<file path="src/rtl/a25_wishbone_pkg.sv">
// Shared definitions for the A25 wishbone memory responder.
// Holds the responder state encoding, bus width constants and the
// read pattern returned for accesses that fall outside the memory window.
package a25_wishbone_pkg;

    localparam int DATA_W = 128;
    localparam int BE_W   = 16;
    localparam int ADDR_W = 32;

    // Returned in place of SRAM data for out-of-window reads.
    localparam logic [DATA_W-1:0] ERR_RDATA = {4{32'hDEADBEEF}};

    typedef enum logic [1:0] {
        ST_IDLE  = 2'd0,
        ST_RWAIT = 2'd1,
        ST_RDATA = 2'd2
    } state_t;

endpackage

</file>
<file path="src/rtl/a25_wishbone_resp.sv">
// Purpose: single-port responder turning port-buffer requests into synchronous SRAM accesses.
// Latency: writes complete in the accept cycle; read data is valid 2+READ_WAIT cycles after accept.
// Backpressure: o_accepted is low while a read is outstanding; the master holds its request.
//
// Ports: i_clk / i_rst_n (async active-low); request side i_valid, i_write, i_wdata, i_be,
// i_addr -> o_accepted; response side o_rdata, o_rdata_valid, o_err; SRAM side o_mem_en,
// o_mem_we, o_mem_addr, o_mem_wdata, i_mem_rdata.
// Optional feature: define A25_WISHBONE_RESP_ERR_EN to check i_addr against the MEM_BASE
// window and flag out-of-window accesses on o_err. Without it the window aliases.
module a25_wishbone_resp
    import a25_wishbone_pkg::*;
#(
    parameter int          MEM_AW    = 10,
    parameter int          READ_WAIT = 0,
    parameter logic [31:0] MEM_BASE  = 32'h0000_0000
) (
    input  logic              i_clk,
    input  logic              i_rst_n,
    input  logic              i_valid,
    input  logic              i_write,
    input  logic [DATA_W-1:0] i_wdata,
    input  logic [BE_W-1:0]   i_be,
    input  logic [ADDR_W-1:0] i_addr,
    output logic              o_accepted,
    output logic [DATA_W-1:0] o_rdata,
    output logic              o_rdata_valid,
    output logic              o_err,
    output logic              o_mem_en,
    output logic [BE_W-1:0]   o_mem_we,
    output logic [MEM_AW-1:0] o_mem_addr,
    output logic [DATA_W-1:0] o_mem_wdata,
    input  logic [DATA_W-1:0] i_mem_rdata
);

    localparam logic [3:0] WAIT_LAST = 4'(READ_WAIT);

    state_t            state_q, state_d;
    logic [3:0]        wait_cnt_q;
    logic [DATA_W-1:0] rdata_q;
    logic              rd_err_q;
    logic              in_win;
    logic              accept;
    logic              issue;

`ifdef A25_WISHBONE_RESP_ERR_EN
    assign in_win = (i_addr[ADDR_W-1:MEM_AW+4] == MEM_BASE[ADDR_W-1:MEM_AW+4]);
    // Byte offset within a word never matters.
    logic unused_addr_lo;
    assign unused_addr_lo = ^i_addr[3:0];
`else
    assign in_win = 1'b1;
    // Upper address bits are dropped on purpose so the window aliases.
    logic unused_addr_bits;
    assign unused_addr_bits = ^{i_addr[ADDR_W-1:MEM_AW+4], i_addr[3:0], MEM_BASE};
`endif

    // Acceptance is gated by reset so nothing leaks out while i_rst_n is low.
    assign accept = i_rst_n && (state_q == ST_IDLE) && i_valid;
    assign issue  = accept && in_win;

    assign o_accepted  = accept;
    assign o_mem_en    = issue;
    assign o_mem_we    = (issue && i_write) ? i_be : '0;
    assign o_mem_addr  = issue ? i_addr[MEM_AW+3:4] : '0;
    assign o_mem_wdata = (issue && i_write) ? i_wdata : '0;

    always_comb begin
        state_d = state_q;
        unique case (state_q)
            ST_IDLE:  if (accept && !i_write) state_d = ST_RWAIT;
            ST_RWAIT: if (wait_cnt_q == WAIT_LAST) state_d = ST_RDATA;
            ST_RDATA: state_d = ST_IDLE;
            default:  state_d = ST_IDLE;
        endcase
    end

    always_ff @(posedge i_clk or negedge i_rst_n) begin
        if (!i_rst_n) begin
            state_q    <= ST_IDLE;
            wait_cnt_q <= '0;
            rdata_q    <= '0;
            rd_err_q   <= 1'b0;
        end else begin
            state_q <= state_d;
            // Counter only runs while staying in RWAIT; it is zero on RWAIT entry.
            if (state_q == ST_RWAIT && state_d == ST_RWAIT) begin
                wait_cnt_q <= wait_cnt_q + 4'd1;
            end else begin
                wait_cnt_q <= '0;
            end
            if (accept && !i_write) begin
                rd_err_q <= !in_win;
            end
            // SRAM data is valid in the first RWAIT cycle; capture it there.
            if (state_q == ST_RWAIT && wait_cnt_q == 4'd0) begin
                rdata_q <= rd_err_q ? ERR_RDATA : i_mem_rdata;
            end
        end
    end

    assign o_rdata       = rdata_q;
    assign o_rdata_valid = (state_q == ST_RDATA);

`ifdef A25_WISHBONE_RESP_ERR_EN
    logic wr_err_q;
    always_ff @(posedge i_clk or negedge i_rst_n) begin
        if (!i_rst_n) begin
            wr_err_q <= 1'b0;
        end else begin
            wr_err_q <= accept && i_write && !in_win;
        end
    end
    assign o_err = wr_err_q || (o_rdata_valid && rd_err_q);
`else
    assign o_err = 1'b0;
`endif

endmodule

</file>
<file path="config.mk">
export PLATFORM = sky130hd
export DESIGN_NAME = a25_wishbone_resp
export DESIGN_NICKNAME = d
export VERILOG_FILES = /design/src/rtl/a25_wishbone_pkg.sv /design/src/rtl/a25_wishbone_resp.sv
export SDC_FILE = /design/constraint.sdc
export NUM_CORES = 1
export LEC_CHECK = 0
export BUFFER_PORTS_ARGS = -buffer_cell sky130_fd_sc_hd__buf_2
export CAP_MARGIN = 20
export CORE_AREA = 4 4 229 231
export CTS_BUF_LIST = sky130_fd_sc_hd__clkbuf_2 sky130_fd_sc_hd__clkbuf_4 sky130_fd_sc_hd__clkbuf_8
export CTS_CLUSTER_DIAMETER = 150
export DETAILED_ROUTE_END_ITERATION = 10
export DIE_AREA = 0 0 233 235
export GPL_TIMING_DRIVEN = 0
export PLACE_DENSITY = 0.36
export SLEW_MARGIN = 25
export SYNTH_ARGS = -nofsm -noshare
export SYNTH_HDL_FRONTEND = slang
export SYNTH_SLANG_ARGS = --single-unit
export TNS_END_PERCENT = 50
</file>
<file path="constraint.sdc">
create_clock -name i_clk -period 2.5 [get_ports i_clk]
set_clock_uncertainty 0.1 [all_clocks]
set_input_delay 0.75 -clock i_clk [delete_from_list [all_inputs] [get_ports i_clk]]
set_output_delay 0.75 -clock i_clk [all_outputs]
set_load 0.005 [all_outputs]
</file>
==> impl_metrics.env <==
export IMPL_overflow=0
export IMPL_drt_pass1_iterations=4
export IMPL_ys_types=23
export IMPL_io_pins=594
export IMPL_cts_sinks=134
export IMPL_drt_wirelength_per_cell_um=20.17
export IMPL_final_core_util_pct=22.47
export IMPL_htree_levels=4
export IMPL_hold_ws_ns=0.1478
export IMPL_synth_top_family_by_area="multiplexers"
export IMPL_p_clk_share_pct=31.4
export IMPL_ys_async_sr_fraction_pct=100.0
export IMPL_synthSimpleGateAreaFrac_pct=15.83
export IMPL_synth_ff_type="dfrtp_1"
export IMPL_rows=82
export IMPL_rsz0062_at_grt="true"
export IMPL_synthMuxAreaShare_pct=27.69
export IMPL_cts_root_buf="clkbuf_8"
export IMPL_grt_usage_pct=12.45
export IMPL_reg2reg_depth=7
export IMPL_drive_above_1_share_pct=73.79
export IMPL_fin_crit_sh_pct=111.3
export IMPL_core_area_um2=50070
export IMPL_num_vias=6318
export IMPL_portBuffers=569
export IMPL_synthXorXnorAreaFrac_pct=0.2664
export IMPL_ys_seq_elements=134
export IMPL_combPwrFrac_pct=28.2
export IMPL_critPathTopFamily="simple AND/OR/NAND/NOR gates"
export IMPL_synthCells=486
export IMPL_cp_max_fo=10
export IMPL_crit_chain="and4bb_4 > clkbuf_16 > clkbuf_8 > and3_4 > buf_2"
export IMPL_synth_top_area_share_pct=51.00
export IMPL_drc=0
export IMPL_path_clk_slew_ns=0.08
export IMPL_endpoint_kind="primary output"
export IMPL_reg2reg_to="o_rdata[47]$_DFFE_PN0P_"
export IMPL_final_area_um2=11250
export IMPL_initial_core_util_pct=13.13
export IMPL_status="finished with violations"
export IMPL_area_delta_synth_final_pct=71.09
export IMPL_initialDrtViolationCount=249
export IMPL_cp_startpoint="state_q[1]$_DFF_PN0_"
export IMPL_die_area_um2=54760
export IMPL_ys_top_cells_by_area="dfrtp_1 51%, mux2_4 23%, and3_1 14%"
export IMPL_cp_slowest_stage_delay_ns=0.39
export IMPL_powerDensity_nw_per_um2=643.2
export IMPL_cp_buffers_inverters=3
export IMPL_grt_pass1_vias=6760
export IMPL_yosys_warnings=0
export IMPL_cpMaxStageDelayCell="dfrtp_1"
export IMPL_failed_checks="setup timing"
export IMPL_peakVddDrop_v=0.0002367
export IMPL_place_congestion=0.7993
export IMPL_ys_seq_area_share_pct=51.00
export IMPL_worst_slack_ns=-0.2823
export IMPL_hold_violations=0
export IMPL_p_seq_share_pct=40.3
export IMPL_cap_violations=0
export IMPL_numCtsBuffers=17
export IMPL_grt_max_degree=79
export IMPL_routed_via_density=3.574
export IMPL_yosysMostFrequentCell="and3_1"
export IMPL_min_period_ns=2.782
export IMPL_required_ns=1.65
export IMPL_fill_cells=5563
export IMPL_critPathKind="register to primary output"
export IMPL_ant_nets=0
export IMPL_cts_tree="done"
export IMPL_die_width_um=233
export IMPL_synth_top_area_cell="dfrtp_1"
export IMPL_synth_compound_area_share_pct=0.07612
export IMPL_cts_path_max_buffers=2
export IMPL_cp_start_kind="register"
export IMPL_syn_area_per_cell_um2=13.53
export IMPL_setup_viol=154
export IMPL_synth_area_um2=6575
export IMPL_syn_nets=796
export IMPL_yosys_area_share_adder_pct=0.3806
export IMPL_clk_latency_ns=0.45
export IMPL_crit_arrival_ns=1.93
export IMPL_antenna_found_initial=13
export IMPL_final_nets=1388
export IMPL_hold_path_class="input port to async pin"
export IMPL_leakagePower_uw=0.006555
export IMPL_synth_common_cells="145 x and3_1, 134 x dfrtp_1, 101 x mux2_4, 33 x clkbuf_1, 27 x mux2_2"
export IMPL_wirelength_mm=35.67
export IMPL_r2r_slack_ns=0.41
export IMPL_chipHeight_um=235
export IMPL_maxSlewViolCount=0
export IMPL_switching_share_pct=27.07
export IMPL_p_switching_uw=1959
export IMPL_timing_rr_start="wait_cnt_q[0]$_DFF_PN0_"
export IMPL_post_dp_cell_area_um2=10300
export IMPL_dp_hpwl_mm=30.12
export IMPL_grt_first_pass_wirelength_mm=49.75
export IMPL_timing_fmax_mhz=359.4
export IMPL_p_int_uw=5277
export IMPL_synth_enable_flop_cells=0
[how the worst max path moves through the flow]
stage	depth (start not counted)	endpoint	slack, ns
finish	5	o_mem_wdata[68]	-0.28
global placement	6	o_mem_wdata[124]	-4.03
global route	5	o_mem_we[11]	-0.40
floorplan	4	o_mem_wdata[119]	0.005
detailed placement	6	o_mem_wdata[124]	-1.59
CTS	5	o_mem_wdata[2]	-0.40
[repair_timing]
| action | in CTS | in global routing |
|---|---|---|
| gates resized for setup | 109 | 16 |
| setup buffers | 1 | 0 |
| hold endpoints to repair | 27 | 0 |
| setup endpoints to repair | 157 | 156 |
| cloned | 1 | 0 |
| pin swaps | 2 | 3 |
| hold buffers | 1 | 0 |
[kinds of logic (layout without fill, tap and decap cells)]
family / after synthesis / in the layout
and+or+nand+nor: 165 / 165
DFF: 134 / 134
muxes: 128 / 128
buffers and inverters: 53 / 658
adders and majority gates: 2 / 2
xor gates and xnor gates: 2 / 2
other: 1 / 6
AOI/OAI and AO/OA: 1 / 1
[through the flow]
| step | setup TNS (ns) | setup slack, ns | power, uW | std cells |
|---|---|---|---|---|
| floorplan | 0 | 0.005491 | 3851 | 486 |
| global placement | -767.80 | -4.031 | 4972 | 1727 |
| detailed placement | -162.78 | -1.589 | 4989 | 1728 |
| CTS | -47.06 | -0.4015 | 7442 | 1763 |
| global route | -51.48 | -0.4001 | 7674 | 1765 |
| finish | -29.21 | -0.2823 | 7236 | 1768 |
[state kept, by name, summed over array words and instances, names as in the netlist]
signal,count
o_rdata,128
state_q,2
wait_cnt_q,4
[final cells by class]
class	count	area, um2	area share (%)
antenna	5	12.51	0.1112
sequential	134	3353	29.81
timing repair buffer	573	3034	26.97
clock buffer	20	269.0	2.391
multi-input combinational	299	3067	27.26
inverter	4	15.01	0.1335
buffer	49	436.7	3.882
tap	672	840.8	7.474
clock inverter	12	221.5	1.969
[metal layers]
layer	vias to the layer above	global-route usage, %	wire length [um]	part of all wire, %
met5	-	0	97	0.27
li1	2902	-	-	-
met2	359	23.10	19000	53
met3	52	4.409	3016	8.5
met4	16	4.854	1098	3.1
met1	2989	12.63	12460	35
[power groups by stage]
stage | combinational (uW) | clock (uW) | sequential [uW]
6_report | 2040 | 2270 | 2920
5_1_grt | 2220 | 2470 | 2980
4_1_cts | 2100 | 2410 | 2930
3_5_place_dp | 2020 | 0 | 2970
3_3_place_gp | 2020 | 0 | 2950
2_1_floorplan | 849 | 0 | 3000
[cell usage in the layout (no fill, tap or decap), drive strengths merged, types with 2 or more instances in the layout]
master  netlist  routed
nor2          2       2
and2         11      11
xnor2         2       2
diode         0       5
bufinv        0       6
buf          16     595
inv           4       5
and3        145     145
clkinv        0       5
dfrtp       134     134
ha            2       2
clkbuf       33      46
mux2        128     128
Power figures use the tool's default switching activity.
